==> config.mk <==
export PLATFORM = sky130hd
export DESIGN_NAME = nios2_oci_trace_capture
export DESIGN_NICKNAME = d
export VERILOG_FILES = /design/src/rtl/nios2_oci_trace_pkg.sv /design/src/rtl/nios2_oci_trace_ram.sv /design/src/rtl/nios2_oci_trace_capture.sv
export SDC_FILE = /design/constraint.sdc
export NUM_CORES = 1
export LEC_CHECK = 0
export BUFFER_PORTS_ARGS = -buffer_cell sky130_fd_sc_hd__buf_4
export CAP_MARGIN = 20
export CORE_UTILIZATION = 25
export DETAILED_ROUTE_END_ITERATION = 7
export SLEW_MARGIN = 0
export SYNTH_ARGS = -nofsm -noshare
export SYNTH_HDL_FRONTEND = slang
export SYNTH_SLANG_ARGS = --single-unit
==> constraint.sdc <==
create_clock -name clk -period 11.9 [get_ports clk]
set_clock_uncertainty 0.1 [all_clocks]
set_input_delay 1.785 -clock clk [delete_from_list [all_inputs] [get_ports clk]]
set_output_delay 1.785 -clock clk [all_outputs]
set_load 0.05 [all_outputs]
==> src/rtl/nios2_oci_trace_pkg.sv <==
// Shared definitions for the OCI trace capture block.
// Covers the FSM state encoding, the drop counter width and the default widths.
package nios2_oci_trace_pkg;

  typedef enum logic [1:0] {
    ST_CAPTURE = 2'd0,
    ST_FROZEN  = 2'd1,
    ST_DRAIN   = 2'd2,
    ST_DONE    = 2'd3
  } trace_state_e;

  localparam int DROP_W      = 16;
  localparam int TRACE_W_DEF = 30;
  localparam int COUNT_W_DEF = 4;
  localparam int DEPTH_DEF   = 16;

endpackage

==> src/rtl/nios2_oci_trace_ram.sv <==
// Simple dual-port trace storage with one write port and one read port.
// The read data is registered, so it appears one clock after the address is presented.
module nios2_oci_trace_ram #(
  parameter int DEPTH = 16,
  parameter int WIDTH = 34,
  localparam int AW   = $clog2(DEPTH)
) (
  input  logic             clk,
  input  logic             we,
  input  logic [AW-1:0]    waddr,
  input  logic [WIDTH-1:0] wdata,
  input  logic [AW-1:0]    raddr,
  output logic [WIDTH-1:0] rdata
);

  logic [WIDTH-1:0] mem [DEPTH];

  always_ff @(posedge clk) begin
    if (we) mem[waddr] <= wdata;
    rdata <= mem[raddr];
  end

endmodule

==> src/rtl/nios2_oci_trace_capture.sv <==
// Captures DCT trace frames into a circular buffer, freezes capture on request,
// and then drains the frames oldest-first through a registered valid/ready output stage.
module nios2_oci_trace_capture
  import nios2_oci_trace_pkg::*;
#(
  parameter int TRACE_W   = TRACE_W_DEF,
  parameter int COUNT_W   = COUNT_W_DEF,
  parameter int DEPTH     = DEPTH_DEF,
  parameter int WRAP_MODE = 1,
  localparam int LVL_W    = $clog2(DEPTH + 1)
) (
  input  logic                       clk,
  input  logic                       reset,
  input  logic [TRACE_W-1:0]         dct_buffer,
  input  logic [COUNT_W-1:0]         dct_count,
  input  logic                       test_ending,
  input  logic                       test_has_ended,
  input  logic                       arm,
  output logic [TRACE_W+COUNT_W-1:0] rd_data,
  output logic                       rd_valid,
  input  logic                       rd_ready,
  output logic [LVL_W-1:0]           level,
  output logic                       overflow,
  output logic [DROP_W-1:0]          drop_count,
  output logic                       capturing,
  output logic                       done
);

  localparam int PTR_W = $clog2(DEPTH);
  localparam int ENT_W = TRACE_W + COUNT_W;
  localparam logic [LVL_W-1:0] LVL_FULL = LVL_W'(DEPTH);

  function automatic logic [DROP_W-1:0] sat_inc(input logic [DROP_W-1:0] v);
    return (v == '1) ? v : v + 1'b1;
  endfunction

  trace_state_e     state, state_nxt;
  logic [PTR_W-1:0] wr_ptr, rd_ptr, rd_ptr_nxt;
  logic             drain_prime_p0;
  logic [ENT_W-1:0] rd_q_p1;
  logic             frame, full, wr_en, drop, pop;

  always_comb begin
    frame = (state == ST_CAPTURE) && (dct_count != '0) && !arm;
    full  = (level == LVL_FULL);
    wr_en = frame && (!full || (WRAP_MODE != 0));
    drop  = frame && full;
    pop   = (state == ST_DRAIN) && drain_prime_p0 && (level != '0) &&
            (!rd_valid || rd_ready) && !arm;
  end

  // The RAM is addressed with the pointer value that will be current after this edge.
  // This keeps rd_q_p1 tracking mem[rd_ptr], which is what lets back-to-back pops run with no bubble.
  always_comb begin
    rd_ptr_nxt = rd_ptr;
    if (reset || arm)                    rd_ptr_nxt = '0;
    else if (pop || (wr_en && full))     rd_ptr_nxt = rd_ptr + PTR_W'(1);
  end

  always_comb begin
    state_nxt = state;
    if (arm) begin
      state_nxt = ST_CAPTURE;
    end else begin
      case (state)
        ST_CAPTURE: if (test_has_ended) state_nxt = ST_DRAIN;
                    else if (test_ending) state_nxt = ST_FROZEN;
        ST_FROZEN:  if (test_has_ended) state_nxt = ST_DRAIN;
        ST_DRAIN:   if ((level == '0) && !rd_valid) state_nxt = ST_DONE;
        default:    state_nxt = ST_DONE;
      endcase
    end
  end

  always_ff @(posedge clk) begin
    if (reset) state <= ST_CAPTURE;
    else       state <= state_nxt;
  end

  assign capturing = (state == ST_CAPTURE);
  assign done      = (state == ST_DONE);

  nios2_oci_trace_ram #(.DEPTH(DEPTH), .WIDTH(ENT_W)) u_ram (
    .clk   (clk),
    .we    (wr_en),
    .waddr (wr_ptr),
    .wdata ({dct_count, dct_buffer}),
    .raddr (rd_ptr_nxt),
    .rdata (rd_q_p1)
  );

  // p0: control state -- pointers, level, loss tracking and the output-stage valid.
  always_ff @(posedge clk) begin
    if (reset || arm) begin
      wr_ptr         <= '0;
      rd_ptr         <= '0;
      level          <= '0;
      overflow       <= 1'b0;
      drop_count     <= '0;
      rd_valid       <= 1'b0;
      drain_prime_p0 <= 1'b0;
    end else begin
      rd_ptr         <= rd_ptr_nxt;
      drain_prime_p0 <= (state == ST_DRAIN);
      if (wr_en) wr_ptr <= wr_ptr + PTR_W'(1);
      if (frame && !full) level <= level + LVL_W'(1);
      else if (pop)       level <= level - LVL_W'(1);
      if (drop) begin
        overflow   <= 1'b1;
        drop_count <= sat_inc(drop_count);
      end
      if (pop)                      rd_valid <= 1'b1;
      else if (rd_valid && rd_ready) rd_valid <= 1'b0;
    end
  end

  // p1: output data register, loaded from the RAM read port on each pop.
  always_ff @(posedge clk) begin
    if (reset)    rd_data <= '0;
    else if (pop) rd_data <= rd_q_p1;
  end

endmodule

# ---- Word-level counts from Yosys, hierarchy flattened
# Memory sizes are Yosys's and may differ from the RTL's. A register that Yosys moved wholly into a read port is not among the register bits.
# Cells that the tools add are included.
dict set report word_totals {
  regBits 68
  latchBits 0
  mem_bits_rw 544
  rom_bits 0
  in_bits 40
  word_cells 62
  n_memories 1
}
# name words width rd rd_ports_with_merged_regs write_ports line_no
set memory_table {}
lappend memory_table {u_ram.mem 16 34 1 1 1 nios2_oci_trace_ram.sv:16} ;# logic [WIDTH-1:0] mem [DEPTH];
dict set report op_classes {
  add_sub_neg 5
  mul 0
  div_mod_pow 0
  magnitude_cmp 0
  n_eq_ne 8
  n_shift 0
  n_mux 13
  bitwise_logic 1
  reduce_logical 25
}
# cell n
set op_table {}
lappend op_table {{16-bit by 1-bit adder with 16-bit output (second input constant)} 1}
lappend op_table {{16-bit equality test (second input constant)} 1}
lappend op_table {{1-bit logical AND} 10}
lappend op_table {{5-bit two-way mux} 2}
lappend op_table {{4-bit by 1-bit adder with 4-bit output (second input constant)} 2}
lappend op_table {{2-bit two-way mux} 4}
lappend op_table {{4-bit two-way mux} 2}
lappend op_table {{2-bit one-hot mux with 3 select lines} 1}
lappend op_table {{5-bit by 1-bit adder with 5-bit output (second input constant)} 1}
lappend op_table {{5-bit equality test (second input constant)} 1}
lappend op_table {{5-bit logical NOT} 1}
lappend op_table {{5-bit nonzero test} 1}
lappend op_table {{5-bit by 1-bit subtractor with 5-bit output (second input constant)} 1}
lappend op_table {{2-bit equality test (second input constant)} 2}
lappend op_table {{1-bit two-way mux} 4}
lappend op_table {{2-bit nonzero test} 2}
lappend op_table {{4-bit nonzero test} 1}
lappend op_table {{1-bit logical NOT} 3}
lappend op_table {{1-bit logical OR} 3}
lappend op_table {{3-bit != test (second input constant)} 1}
lappend op_table {{3-bit AND reduction} 1}
lappend op_table {{2-bit by 1-bit equality test with 1-bit output (second input constant)} 1}
lappend op_table {{2-bit logical NOT} 1}
lappend op_table {{2-bit by 1-bit != test with 1-bit output (second input constant)} 1}
lappend op_table {{other kinds (4)} 4}

# ---- Longest topological paths before layout
dict set report logic_depth {
  depth_word 8
  ltp_mapped 11
  depth_no_buf 10
}

# ---- By module
# A second synthesis with hierarchy kept.
dict set report hier_totals {
  hier_cells 1228
  area_unflattened_um2 23936.7
}
# module n_inst cells_per_inst area_per_inst_um2
set modules_own_cells {}
lappend modules_own_cells {nios2_oci_trace_ram 1 888 21076.5}
lappend modules_own_cells {nios2_oci_trace_capture 1 340 2860.2}

# ---- Worst setup path before layout
# Ideal clock, no wire load.
dict set report synth_timing {
  kind {input port to flip-flop}
  startpoint {input port arm}
  endpoint {memory u_ram.mem[3][0], enable pin}
  arrival_time_ps 4992
  setup_slack_ps 6341
  stages 5
  n_path_buf 1
  path_cell_list {nor3_1 -> nor2b_1 -> clkbuf_1 -> nand2_1 -> nor3_1}
}
dict set report synth_between {
  elab_chain_cells 4
}
# element line_no
set synth_rtl {}
lappend synth_rtl {{start, declared} nios2_oci_trace_capture.sv:18} ;# input logic arm,
lappend synth_rtl {{1-bit logical NOT} nios2_oci_trace_capture.sv:44} ;# frame = (state == ST_CAPTURE) && (dct_count != '0) && !arm;
lappend synth_rtl {{1-bit logical AND} nios2_oci_trace_capture.sv:44}
lappend synth_rtl {{1-bit two-way mux} nios2_oci_trace_ram.sv:19} ;# if (we) mem[waddr] <= wdata;
lappend synth_rtl {{1-bit two-way mux (implied by the code)} nios2_oci_trace_ram.sv:19}
lappend synth_rtl {{end, declared} nios2_oci_trace_ram.sv:16}
# No other way between the ends.

# ---- Final worst setup path
dict set report layout_timing {
  startpoint {input port reset}
  endpoint {register u_ram.rdata[20], read port of u_ram.mem}
}
dict set report layout_between {
  elab_chain_cells 2
}
# element line_no
set layout_rtl {}
lappend layout_rtl {{start, declared} nios2_oci_trace_capture.sv:13} ;# input logic reset,
lappend layout_rtl {{1-bit logical OR} nios2_oci_trace_capture.sv:56} ;# if (reset || arm) rd_ptr_nxt = '0;
lappend layout_rtl {{4-bit two-way mux} nios2_oci_trace_capture.sv:56}
lappend layout_rtl {{end, declared} nios2_oci_trace_ram.sv:13} ;# output logic [WIDTH-1:0] rdata
# No other way between the ends.
# A chain may end at the register's enable or synchronous reset.

==> impl_metrics.tcl <==
set metrics [dict create \
    path_cells "buf_4 > or2_2 > nor2_1 > mux2i_4 > buf_4 > clkinv_1 > buf_4 > a211oi_1 > o311ai_1" \
    crit_arrival_ns 5.81 \
    relSlewSlack_pct 24.0 \
    worst_setup_path_startpoint "reset" \
    worstReg2RegStart "level[0]$_SDFFE_PP0P_" \
    worst_hold_path_type "register to register" \
    grt_pass1_wl_um 95000 \
    dr_total_vias 14408 \
    die_y_um 320 \
    vdd.ir_drop.worst_v 0.0000930 \
    die_area_um2 102000 \
    cts-resized-gates 0 \
    cts-root-buf "clkbuf_16" \
    initialDrtViolationCount 1055 \
    multi_input_area_um2 6580 \
    post_layout_nonfiller_instances 3103 \
    tns_ns 0 \
    synth_edf_count 544 \
    initial_core_util_pct 25.2 \
    port_buffers 98 \
    crit_required_ns 12.23 \
    finalCritPeriodShare_pct 46.0 \
    fin_crit_ns 5.47 \
    timing_worst_slew_pin_value_ns 1.13 \
    status "complete, no violations" \
    clk-insertion-delay-late_ns 0.61 \
    worst_path_largest_cell_delay_ns 0.89 \
    most_used_cell_cp "buf_4" \
    cellLeakagePower_nw 9.85 \
    count_of_yosys_warnings_during_synthesis 0 \
    hold_violations 0 \
    cp_num_cells 9 \
    yosysTopAreaCellShare_pct 64.7 \
    grt_antenna_before_repair 3 \
    postLayoutCoreUtil_pct 29.8 \
    seqCellArea_um2 18400 \
    crit_family "buffers and inverters" \
    synth_largest_area_cell "edfxtp_1" \
    yosys.cell_types.count 48 \
    hpwl_um 35200 \
    setup_viol_count_final 0 \
    die_x_um 320 \
    post_cts_hold_buffer_count 0 \
    setup.worst_path.class "input port to register" \
    clock_sink_count 646 \
    timing.critical_path.to_type "register" \
    drtPass1Iterations 5 \
    htree_levels 3 \
    globalplace.congestion 0.765 \
    timing.critical_path.to "u_ram.rdata[20]$_DFF_P_" \
    timing.critical_path.from_type "input port" \
    share_of_layout_cells_above_drive_strength_1_pct 18.2 \
    dpl_cell_area_um2 27600 \
    rsz_0062_raised_after_global_routing "no" \
    synth-seq-area-share_pct 72.8 \
    flow.area_growth_from_synthesis_pct 18.2 \
    filler_cell_count 9708 \
    synth-async-reset-ratio_pct 0 \
    vias_in_the_first_global_route 14651 \
    antenna_left 0 \
    worstPathMaxFanout 40 \
    most_common_flop_cell_mapped_by_yosys "edfxtp_1" \
    pin_count_of_the_biggest_net_entering_global_routing 113 \
    worst_path_max_delay_cell "clkinv_1" \
    synth_area_leaders "edfxtp_1 65%, dfxtp_1 8.1%, mux4_2 6.1%" \
    postCtsSetupBuffers 0 \
    critical_path.reg2reg.endpoint "u_ram.rdata[20]$_DFF_P_" \
    synth_seq_cells 646 \
    layout.cell_area.non_filler_um2 29800 \
    synthCells 1645 \
    dp.cells 2976 \
    placeableCoreArea_um2 100000 \
    cts.reportedPaths.clkPinSlew_ns 0.06 \
    mappedNetlistArea_um2 25200 \
    avgViaCountPerCell 4.64 \
    totalWireLength_um 63800 \
    grt_remaining_overflow 0 \
    io_pins 99 \
    drc 0 \
    cts_bufs_inserted 68 \
    buffering_stage_count_on_the_worst_path_with_inverters_included 4 \
    pwr_dens_nw_per_um2 156 \
    per_instance_average_area_after_synthesis_um2 15.3 \
    cts.path.max_buffers 3 \
    syn_nets 1695 \
    routed_wire_length_per_instance_um 20.6 \
    grt_util_all_layers_pct 12.4 \
    peak_clock_frequency_supported_by_timing_ghz 0.183 \
    fp-row-count 116 \
    finish.net_count 1798 \
    worst-r2r-cell-count 10 \
    drv_cap 0 \
    maxSlewViolCount 0 \
    worst-r2r-setup-slack_ns 7.11 \
    hold-worst-slack_ns 0.337 \
    cts_tree "yes" \
]
==> worst min-delay path, delay by kind of cell (launching register included) <==
kind             cells  cell delay [ns]
AO/OA/AOI/OAI        1             0.05
flip-flops           1             0.29
AND/OR/NAND/NOR      1             0.05
==> kinds of logic (layout without fill, tap and decap cells) <==
logic type,count (synthesis),count (layout),synth area share (%)
other,0,2,0
multiplexers,106,106,7.57
AND/OR/NAND/NOR,482,482,9.26
adder cells (fa/ha/maj),10,10,0.525
buffers and inverters,109,267,1.88
AO/OA/AOI/OAI,272,272,7.26
flip-flops,646,646,72.8
XOR/XNOR,20,20,0.694
==> metal layers <==
metal	global-route usage, %	vias to the layer above	wire, um	part of all wire [%]
li1	-	6503	-	-
met1	16.0	7351	27200	43
met3	2.84	115	4210	6.6
met4	3.80	2	1750	2.7
met5	0	-	11	0.017
met2	20.6	437	30600	48
==> sequential cells by signal (all words and copies together) (netlist names) <==
| signal | flops |
|---|---|
| state | 2 |
| overflow | 1 |
| drain_prime_p0 | 1 |
| rd_ptr | 4 |
| u_ram.rdata | 34 |
| level | 5 |
| rd_valid | 1 |
| u_ram.mem | 544 |
| rd_data | 34 |
| wr_ptr | 4 |
| drop_count | 16 |
==> synth_stat cells (2+ instances only) <==
cell type  count
o311ai_1      34
nand3_1        8
xnor2_1       15
nand4_1        4
buf_4         11
ha_1           9
a22oi_1       34
nor2_1        47
or3_1          7
a21oi_1      117
and2_1        38
o21ai_0       10
xor2_1         5
and4_1         2
edfxtp_1     544
nand2_1      217
clkbuf_1      79
and3_1        35
buf_2          7
mux4_2        68
a211o_1       34
mux2i_1       38
dfxtp_1      102
a21o_1         4
a211oi_1      34
nor3_1        43
inv_1          7
nand2b_1      71
buf_6          2
==> worst min-delay path by stage <==
stage	from	to	slack, ns	depth (start not counted)
detailed placement	u_ram.rdata[0]$_DFF_P_	rd_data[0]$_SDFFE_PP0P_	0.33	2
global route	u_ram.rdata[0]$_DFF_P_	rd_data[0]$_SDFFE_PP0P_	0.36	2
floorplan	u_ram.rdata[0]$_DFF_P_	rd_data[0]$_SDFFE_PP0P_	0.32	2
global placement	u_ram.rdata[14]$_DFF_P_	rd_data[14]$_SDFFE_PP0P_	0.33	2
CTS	u_ram.rdata[0]$_DFF_P_	rd_data[0]$_SDFFE_PP0P_	0.34	2
finish	u_ram.rdata[20]$_DFF_P_	rd_data[20]$_SDFFE_PP0P_	0.34	2
==> report_power, final <==
part / switching (mW) / internal, mW
registers: 0.00861 / 2.47
logic: 0.0643 / 0.0313
clock network: 0.868 / 1.22
total: 0.941 / 3.72
==> area by class of cell <==
| cell class | count | area share, % |
|---|---|---|
| inverter | 9 | 0.113 |
| multi-input combinational | 890 | 22.0 |
| sequential | 646 | 61.6 |
| timing repair buffer | 133 | 3.35 |
| clock inverter | 30 | 1.16 |
| clock buffer | 95 | 6.25 |
| tap | 1298 | 5.44 |
| antenna | 2 | 0.0168 |
==> cells in the final DEF, fill, tap and decap left out, types with 5 or more instances in the layout <==
| cell type | instances |
|---|---|
| a211oi_1 | 34 |
| dfxtp_1 | 101 |
| a211o_1 | 34 |
| o311ai_1 | 34 |
| nand2_1 | 217 |
| mux2i_1 | 37 |
| o21ai_0 | 9 |
| buf_4 | 133 |
| clkinv_2 | 9 |
| nand2b_1 | 71 |
| a21oi_1 | 116 |
| and3_1 | 35 |
| clkbuf_16 | 70 |
| edfxtp_1 | 544 |
| clkinv_1 | 10 |
| nor2_4 | 13 |
| or3_1 | 7 |
| nor3_1 | 38 |
| nor2_1 | 34 |
| xnor2_1 | 13 |
| inv_1 | 7 |
| nor3_2 | 5 |
| nand3_1 | 7 |
| bufinv_16 | 5 |
| clkbuf_1 | 23 |
| mux4_2 | 68 |
| and2_1 | 38 |
| xor2_1 | 5 |
| a22oi_1 | 34 |
| ha_1 | 9 |
==> per-stage QoR <==
| step | worst slack, ns | total power, mW |
|---|---|---|
| floorplan | 6.34 | 2.57 |
| global placement | 5.90 | 2.62 |
| detailed placement | 5.80 | 2.62 |
| CTS | 6.44 | 4.71 |
| global route | 6.16 | 4.80 |
| finish | 6.43 | 4.66 |
Power figures use the tool's default switching activity.
